File: src/rtl/frame_config_pkg.sv
// Shared constants and types for the column configuration-frame loader:
// sync word, header opcodes, header field positions and loader states.
package frame_config_pkg;

    localparam logic [31:0] SYNC_WORD = 32'hFAB0_FAB1;

    localparam logic [3:0] OP_WRITE  = 4'h1;
    localparam logic [3:0] OP_DESYNC = 4'h2;

    localparam int OP_MSB  = 31;
    localparam int OP_LSB  = 28;
    localparam int IDX_MSB = 12;
    localparam int IDX_LSB = 8;
    localparam int CNT_MSB = 7;
    localparam int CNT_LSB = 0;
    localparam int IDX_W   = IDX_MSB - IDX_LSB + 1;
    localparam int CNT_W   = CNT_MSB - CNT_LSB + 1;

    typedef enum logic [1:0] {
        ST_IDLE,
        ST_SYNCED,
        ST_DATA,
        ST_STROBE
    } state_e;

endpackage

File: src/rtl/frame_strobe_decoder.sv
// Registered frame-index to one-hot strobe decoder; all bits low unless enabled,
// so at most one strobe line can ever be high.
module frame_strobe_decoder
    import frame_config_pkg::*;
#(
    parameter int Width = 20
) (
    input  logic             clk_i,
    input  logic             rst_i,
    input  logic             en_i,
    input  logic [IDX_W-1:0] idx_i,
    output logic [Width-1:0] strobe_o
);

    genvar gi;
    for (gi = 0; gi < Width; gi++) begin : g_bit
        logic strobe_q;
        always_ff @(posedge clk_i or posedge rst_i) begin
            if (rst_i) begin
                strobe_q <= 1'b0;
            end else begin
                strobe_q <= en_i && (idx_i == IDX_W'(gi));
            end
        end
        assign strobe_o[gi] = strobe_q;
    end

endmodule

File: src/rtl/frame_config_loader.sv
// Column configuration writer: finds the sync word, parses frame-write headers,
// fills FrameData row by row and pulses one FrameStrobe bit per completed frame.
module frame_config_loader
    import frame_config_pkg::*;
#(
    parameter int NumRows         = 8,
    parameter int MaxFramesPerCol = 20
) (
    input  logic                       CLK,
    input  logic                       RESET,
    input  logic [31:0]                WriteData,
    input  logic                       WriteStrobe,
    output logic                       WriteReady,
    output logic [32*NumRows-1:0]      FrameData,
    output logic [MaxFramesPerCol-1:0] FrameStrobe,
    output logic                       Synced,
    output logic                       Error,
    output logic [15:0]                FrameCount
);

    localparam int RowW = $clog2(NumRows + 1);

    state_e            state_q;
    logic              ready_q;
    logic              synced_q;
    logic              error_q;
    logic [15:0]       count_q;
    logic [15:0]       count_d;
    logic [IDX_W-1:0]  idx_q;
    logic [RowW-1:0]   words_q;
    logic [RowW-1:0]   row_q;

    logic              xfer;
    logic [3:0]        hdr_op;
    logic [IDX_W-1:0]  hdr_idx;
    logic [CNT_W-1:0]  hdr_cnt;
    logic              hdr_ok;
    logic              data_wr;
    logic              frame_done;

    assign xfer    = WriteStrobe && ready_q;
    assign hdr_op  = WriteData[OP_MSB:OP_LSB];
    assign hdr_idx = WriteData[IDX_MSB:IDX_LSB];
    assign hdr_cnt = WriteData[CNT_MSB:CNT_LSB];
    assign hdr_ok  = (hdr_op == OP_WRITE)
                  && ({1'b0, hdr_idx} < (IDX_W + 1)'(MaxFramesPerCol))
                  && (hdr_cnt != '0)
                  && (hdr_cnt <= CNT_W'(NumRows));

    assign data_wr    = xfer && (state_q == ST_DATA);
    assign frame_done = data_wr && (row_q == words_q - RowW'(1));
    assign count_d    = (count_q == 16'hFFFF) ? count_q : count_q + 16'd1;

    always_ff @(posedge CLK or posedge RESET) begin
        if (RESET) begin
            state_q  <= ST_IDLE;
            ready_q  <= 1'b0;
            synced_q <= 1'b0;
            error_q  <= 1'b0;
            count_q  <= '0;
            idx_q    <= '0;
            words_q  <= '0;
            row_q    <= '0;
        end else begin
            ready_q <= 1'b1;
            case (state_q)
                ST_IDLE: begin
                    if (xfer && WriteData == SYNC_WORD) begin
                        error_q  <= 1'b0;
                        synced_q <= 1'b1;
                        state_q  <= ST_SYNCED;
                    end
                end
                ST_SYNCED: begin
                    // A repeated sync word is checked first: its opcode nibble would otherwise read as an error.
                    if (xfer && WriteData != SYNC_WORD) begin
                        if (hdr_ok) begin
                            idx_q   <= hdr_idx;
                            words_q <= hdr_cnt[RowW-1:0];
                            row_q   <= '0;
                            state_q <= ST_DATA;
                        end else if (hdr_op == OP_DESYNC) begin
                            synced_q <= 1'b0;
                            state_q  <= ST_IDLE;
                        end else begin
                            error_q  <= 1'b1;
                            synced_q <= 1'b0;
                            state_q  <= ST_IDLE;
                        end
                    end
                end
                ST_DATA: begin
                    if (data_wr) begin
                        row_q <= row_q + RowW'(1);
                    end
                    if (frame_done) begin
                        ready_q <= 1'b0;
                        count_q <= count_d;
                        state_q <= ST_STROBE;
                    end
                end
                ST_STROBE: begin
                    state_q <= ST_SYNCED;
                end
                default: begin
                    state_q <= ST_IDLE;
                end
            endcase
        end
    end

    genvar gi;
    for (gi = 0; gi < NumRows; gi++) begin : g_row
        logic [31:0] row_data_q;
        always_ff @(posedge CLK or posedge RESET) begin
            if (RESET) begin
                row_data_q <= '0;
            end else if (data_wr && row_q == RowW'(gi)) begin
                row_data_q <= WriteData;
            end
        end
        assign FrameData[gi*32 +: 32] = row_data_q;
    end

    frame_strobe_decoder #(
        .Width (MaxFramesPerCol)
    ) u_strobe (
        .clk_i    (CLK),
        .rst_i    (RESET),
        .en_i     (frame_done),
        .idx_i    (idx_q),
        .strobe_o (FrameStrobe)
    );

    assign WriteReady = ready_q;
    assign Synced     = synced_q;
    assign Error      = error_q;
    assign FrameCount = count_q;

endmodule

File: config.mk
export PLATFORM = sky130hd
export DESIGN_NAME = frame_config_loader
export DESIGN_NICKNAME = d
export VERILOG_FILES = /design/src/rtl/frame_config_pkg.sv /design/src/rtl/frame_strobe_decoder.sv /design/src/rtl/frame_config_loader.sv
export SDC_FILE = /design/constraint.sdc
export NUM_CORES = 1
export LEC_CHECK = 0
export CAP_MARGIN = 0
export CORE_ASPECT_RATIO = 1.2
export CORE_MARGIN = 2
export CORE_UTILIZATION = 40
export CTS_CLUSTER_DIAMETER = 60
export CTS_CLUSTER_SIZE = 28
export DETAILED_ROUTE_END_ITERATION = 6
export DONT_BUFFER_PORTS = 1
export MAX_ROUTING_LAYER = met4
export PLACE_DENSITY_LB_ADDON = 0.08
export SETUP_SLACK_MARGIN = 0.1
export SLEW_MARGIN = 20
export SYNTH_ARGS = -nofsm -noshare
export SYNTH_HDL_FRONTEND = slang
export SYNTH_HIERARCHICAL = 1
export SYNTH_SLANG_ARGS = --single-unit
File: constraint.sdc
create_clock -name CLK -period 15.4 [get_ports CLK]
set_input_delay 1.54 -clock CLK [delete_from_list [all_inputs] [get_ports CLK]]
set_output_delay 1.54 -clock CLK [all_outputs]
set_load 0.01 [all_outputs]
# After elaboration in Yosys (flattened, before gate mapping)
# Index checks and enable logic that the tools add are counted.
[classes]
bitwise = 1
n_lt_le_gt_ge = 2
muxes = 20
n_addsub = 3
reduce_logical = 48
eq_ne = 42
[ops]
columns = ["op", "n"]
rows = [
  ["5-bit by 4-bit == test with 1-bit output, second input constant", 8],
  ["1-bit logical AND", 36],
  ["32-bit == test, second input constant", 1],
  ["32-bit != test, second input constant", 1],
  ["5-bit by 3-bit == test with 1-bit output, second input constant", 4],
  ["5-bit == test, second input constant", 4],
  ["16-bit by 1-bit adder with 16-bit output, second input constant", 1],
  ["16-bit == test, second input constant", 1],
  ["4-bit by 3-bit == test with 1-bit output, second input constant", 4],
  ["4-bit by 2-bit == test with 1-bit output, second input constant", 3],
  ["4-bit 2-to-1 mux", 3],
  ["2-bit != test, second input constant", 6],
  ["5-bit by 2-bit == test with 1-bit output, second input constant", 2],
  ["1-bit 2-to-1 mux", 9],
  ["3-bit AND reduction", 3],
  ["4-bit by 1-bit == test with 1-bit output, second input constant", 2],
  ["8-bit by 4-bit less-or-equal comparator with 1-bit output, second input constant", 1],
  ["2-bit 2-to-1 mux", 4],
  ["2-bit one-hot mux with 4 select lines", 1],
  ["4-bit one-hot mux with 2 select lines", 1],
  ["4-bit AND reduction", 2],
  ["8-bit nonzero test", 1],
  ["5-bit by 1-bit == test with 1-bit output, second input constant", 1],
  ["5-bit zero test", 1],
  ["other kinds (13)", 16],
]
[totals]
register_bits = 310

# Longest topological paths before layout
[logic_depth]
ltp_word = 7
mapped_depth = 10
mapped_depth_nobuf = 9

# Cells and area by module
# The synthesis kept the hierarchy.
[by_module_without_submodules]
columns = ["module", "n_inst", "area_per_inst_um2", "seq_area_each_um2", "cells_per_inst"]
rows = [
  ["frame_config_loader", 1, 11478.5, 7257.0, 749],
  ["frame_strobe_decoder", 1, 813.3, 500.5, 69],
]

# Worst setup path before layout
# No wires, ideal clock.
[synth_path]
path_type = "input port to flip-flop"
start = "input WriteData[6]"
end = "register idx_q[0]"
arrival_ns = 3.286
setup_slack_ns = 11.989
path_stages = 7
required_ns = 15.275
path_cell_list = "clkbuf_1 -> or4b_1 -> nor4_2 -> a21oi_1 -> nand3_2 -> buf_4 -> mux2_2"
[synth_via]
elab_chain_cells = 4
elab_cells_between_ends = 7
classes_between = "1 x order compare; 1 x eq/ne; 5 x reduce/logical"
[synth_rtl]
columns = ["item", "line", "rtl"]
rows = [
  ["from (decl)", "frame_config_loader.sv:11", "input logic [31:0] WriteData,"],
  ["parallel branches: the longest is 3 deep, another holds 8-bit by 4-bit less-or-equal comparator with 1-bit output", "n/a", ""],
  ["3-bit AND reduction (no line) *", "n/a", ""],
  ["to (signal assigned)", "frame_config_loader.sv:78", "idx_q <= hdr_idx;"],
  ["to (decl)", "frame_config_loader.sv:29", "logic [IDX_W-1:0] idx_q;"],
]
# Every way passes the cells marked *.
# A chain may end at the register's enable or synchronous reset.

# Worst setup path after layout
[layout_path]
start = "input WriteData[16]"
end = "register words_q[2]"
[layout_via]
elab_chain_cells = 3
[layout_rtl]
columns = ["item", "line", "rtl"]
rows = [
  ["32-bit != test", "frame_config_loader.sv:76", "if (xfer && WriteData != SYNC_WORD) begin"],
  ["1-bit logical AND", "frame_config_loader.sv:76", ""],
  ["3-bit AND reduction (no line)", "n/a", ""],
  ["to (signal assigned)", "frame_config_loader.sv:79", "words_q <= hdr_cnt[RowW-1:0];"],
  ["to (decl)", "frame_config_loader.sv:30", "logic [RowW-1:0] words_q;"],
]
# Every way passes these cells.

==> key figures <==
Final layout
  • Nets@finish: 820
  • Leading cell types in the layout, fill and taps excluded: sky130_fd_sc_hd__dfrtp_1 (310), sky130_fd_sc_hd__mux2_2 (266), sky130_fd_sc_hd__nor2_1 (23), sky130_fd_sc_hd__clkbuf_16 (22), sky130_fd_sc_hd__nand3_1 (17)
  • Number of inserted diodes: 0
  • Most frequent standard cell in the layout excluding fill and tap cells: sky130_fd_sc_hd__dfrtp_1
  • Layout area overhead: 8.43%
  • Ratio of cells with drive above 1 in the final layout: 42.7%

Power and ir drop
  • Sequential Power Share: 53.6%
  • Total power: 1.53 mW
  • Combinational share of power: 2.8%
  • Total power density per cell area: 115 nW/µm²
  • Switching power as a share of total power: 25.1%
  • Leakage: 6.67 nW
  • Net switching power: 384 µW
  • Part of the power in the clock network: 43.7%
  • Internal: 1.14 mW
  • IR drop worst, VDD: 0.0774 mV

Critical path
  • Worst Path Class, Setup: in2reg
  • Worst path max stage delay: 0.76 ns
  • Critical Path, Cell by Cell: or4b_2 -> nor4_2 -> a21oi_1 -> nand3_2 -> mux2_2
  • Largest driver fanout on the critical path: 15
  • Data required time of the critical path: 15.82 ns
  • Kind of cell adding the most delay to the critical path: simple AND/OR/NAND/NOR gates
  • Element type at the critical path start: input pin
  • Highest-delay cell along the critical path: sky130_fd_sc_hd__or4b_2
  • Buffers plus inverters on the worst setup path: 0
  • Data arrival time at the worst-slack endpoint: 3.57 ns
  • Sort of element at the end of the critical path: register

Synthesis
  • Gate Count Post-Synth: 818
  • Xor and xnor area share after synthesis: 1.48%
  • Mux cell area share after synthesis: 24.5%
  • Cell area after technology mapping: 12,300 µm²
  • FFs w/ async S/R, synth: 100%
  • Post-synthesis sequential area ratio: 63.1%
  • Simple logic cell fraction of the synthesized area: 5.17%
  • Warnings from Yosys: 6
  • Predominant post-synthesis flop cell: sky130_fd_sc_hd__dfrtp_1
  • Complex-gate fraction of the synthesized area: 1.48%
  • Combinational family with the most area after synthesis: multiplexers
  • Post-synthesis register bit count: 310
  • Syn_area_per_cell: 15.0 µm²
  • Number of nets produced by synthesis: 863
  • Number of unique standard cell types used by synthesis: 56
  • Number of enable-type register cells in the synthesized netlist: 0
  • Adder-cell area share of the yosys netlist: 1.02%

Timing
  • Minimum period implied by the final worst setup slack: 3.15 ns
  • Slack of the critical path: 12.25 ns
  • Relative slew slack: 25.4%
  • Number of pins with negative max-slew slack in the final report: 0
  • Hold Vio Cnt, Final: 0
  • Worst Max-Slew Pin Slew: 1.12 ns
  • Total Negative Setup Slacks: 0 ns
  • Final number of setup-violating endpoints: 0
  • Max frequency: 317 MHz
  • RSZ-0062 raised after global routing: false
  • Final critical-path share of the clock period: 20.5%
  • Worst Skew: 0.0233 ns

CTS
  • Sink count of the clock tree: 310
  • Deepest level of the CTS H-tree: 1
  • Hold buffer count at CTS: 0
  • Post-CTS setup buffer count: 0
  • Number of clock buffers inserted by TritonCTS: 22
  • Cts repair resizes: 0
  • Reg clk slew, reported paths: 0.10 ns
  • Maximum number of buffers from clock root to sink: 3
  • Worst-skew pair later-pin latency: 0.55 ns
  • CTS tree: built
  • Cell at the root of the clock tree: sky130_fd_sc_hd__clkbuf_16

Die
  • Core area: 30,400 µm²
  • Die extent in y: 196 µm
  • DIE AREA: 32,200 µm²
  • Row Count: 70
  • DIE WIDTH: 164 µm
  • IO Pins: 330
  • Starting density of the core: 40.4%

Routing
  • Routed WL per cell: 27.0 µm
  • Final routed DRC violation total: 0
  • DRC marker count from the first detailed-route iteration: 287
  • First-pass DRT Iterations: 4
  • Number of vias per cell: 5.47
  • Via total after detailed routing: 6,496
  • Post-DRT Antenna Nets: 0
  • Sum of routed wire length over all layers: 32.0 mm

Run
  • Max-Cap Viols: 0

Run status
  • Run status: finished clean

GRT
  • Number of antenna violations at the first check in global routing: 0
  • Pin count of the biggest net entering global routing: 135
  • Via count of the first global-routing pass: 6,908
  • Overall Global Routing Usage: 20.3%
  • Wire length of the first global-routing pass: 46.9 mm
  • Grt total ovfl: 0

Placed design
  • DPL Wire Length: 21.6 mm
  • Global placer's final weighted congestion: 0.811
  • Buffers on Ports: 0
  • Pre-CTS setup slack: 11.64 ns

Worst hold path
  • Hold Path Class: reg2reg
==> worst paths after layout <==
kind,startpoint,end,slack [ns],cells past startpoint
setup / recovery,WriteData[16],words_q[2],12.25,5
hold / removal,words_q[3],words_q[3],0.54,1
setup reg to reg,state_q[0],g_row[4].row_data_q[7],12.33,6
hold reg to reg,words_q[3],words_q[3],0.54,1
max in group asynchronous,RESET,g_row[5].row_data_q[18],12.87,2
min in group asynchronous,RESET,u_strobe/g_bit[7].strobe_q,0.99,1
==> metrics by stage <==
step                      std cells  hold slack, ns  cell area [µm²]  utilization, %
after floorplan                 818           0.491            12300               -
after global placement         1147           0.507            12500            41.0
after detailed placement       1147           0.523            12500            41.0
after CTS                      1187           0.545            13300            43.8
after global routing           1187           0.566            13300            43.9
final                          1187           0.540            13300            43.9
==> power groups by stage <==
stage / logic (mW) / registers [mW] / clock network, mW
finish: 0.0426 / 0.818 / 0.667
global route: 0.0492 / 0.818 / 0.719
CTS: 0.0439 / 0.818 / 0.686
detailed placement: 0.0437 / 0.834 / 0
global placement: 0.0415 / 0.834 / 0
floorplan: 0.0382 / 0.834 / 0
==> cells by family after synthesis <==
kind of cell	Yosys count
flip-flops	310
multiplexers	267
AND/OR/NAND/NOR	106
buffers and inverters	82
AO/OA/AOI/OAI	24
XOR/XNOR	19
adder cells (fa/ha/maj)	10
==> cell type report <==
| type | count | area (µm²) |
|---|---|---|
| clock buffers | 22 | 551 |
| clock inverters | 18 | 299 |
| well taps | 396 | 495 |
| flip-flops and latches | 310 | 7760 |
| repair buffers | 2 | 18.8 |
| multi-input cells | 426 | 4150 |
| fillers | 2739 | 17100 |
| inverters | 13 | 61.3 |
==> synth_stat cells, drive strengths merged, types with 2 or more instances <==
master	instances	share of area (%)
nor4	3	0.20
or2	3	0.17
nand4b	3	0.21
inv	12	0.37
nand4bb	4	0.37
buf	48	2.2
nor3	10	0.53
dfrtp	310	63
or4b	4	0.36
clkbuf	21	0.66
and3	3	0.16
a21oi	6	0.24
xor2	5	0.36
xnor2	13	0.93
or4	2	0.16
o31ai	3	0.18
nor2	23	0.70
and4	2	0.16
a31o	2	0.14
nand2b	2	0.10
and2	4	0.20
nand3	18	0.77
nand2	16	0.49
o21ai	4	0.25
ha	10	1.0
nor4b	2	0.14
nand4	5	0.31
mux2	266	24
==> sequential cells by signal (all words and copies together), names as in the netlist <==
name / count
Error: 1
state_q: 2
Synced: 1
idx_q: 5
g_row.row_data_q: 256
u_strobe/g_bit.strobe_q: 20
WriteReady: 1
row_q: 4
FrameCount: 16
words_q: 4
==> worst register-to-register path: cells and delay by family (launching register included) <==
family | cells | cell delay (ns)
buf+inv | 1 | 0.11
simple gates | 3 | 1.57
fa+ha+maj | 1 | 0.34
flops | 1 | 0.41
mux | 1 | 0.54
==> layer usage <==
layer  global-route usage (%)  share of wire (%)
met1                     22.6                 36
met4                     5.39                2.3
met2                     34.6                 52
met5                        -                  0
met3                     6.91                 10
Note: power is estimated with default switching activity, not from simulation.
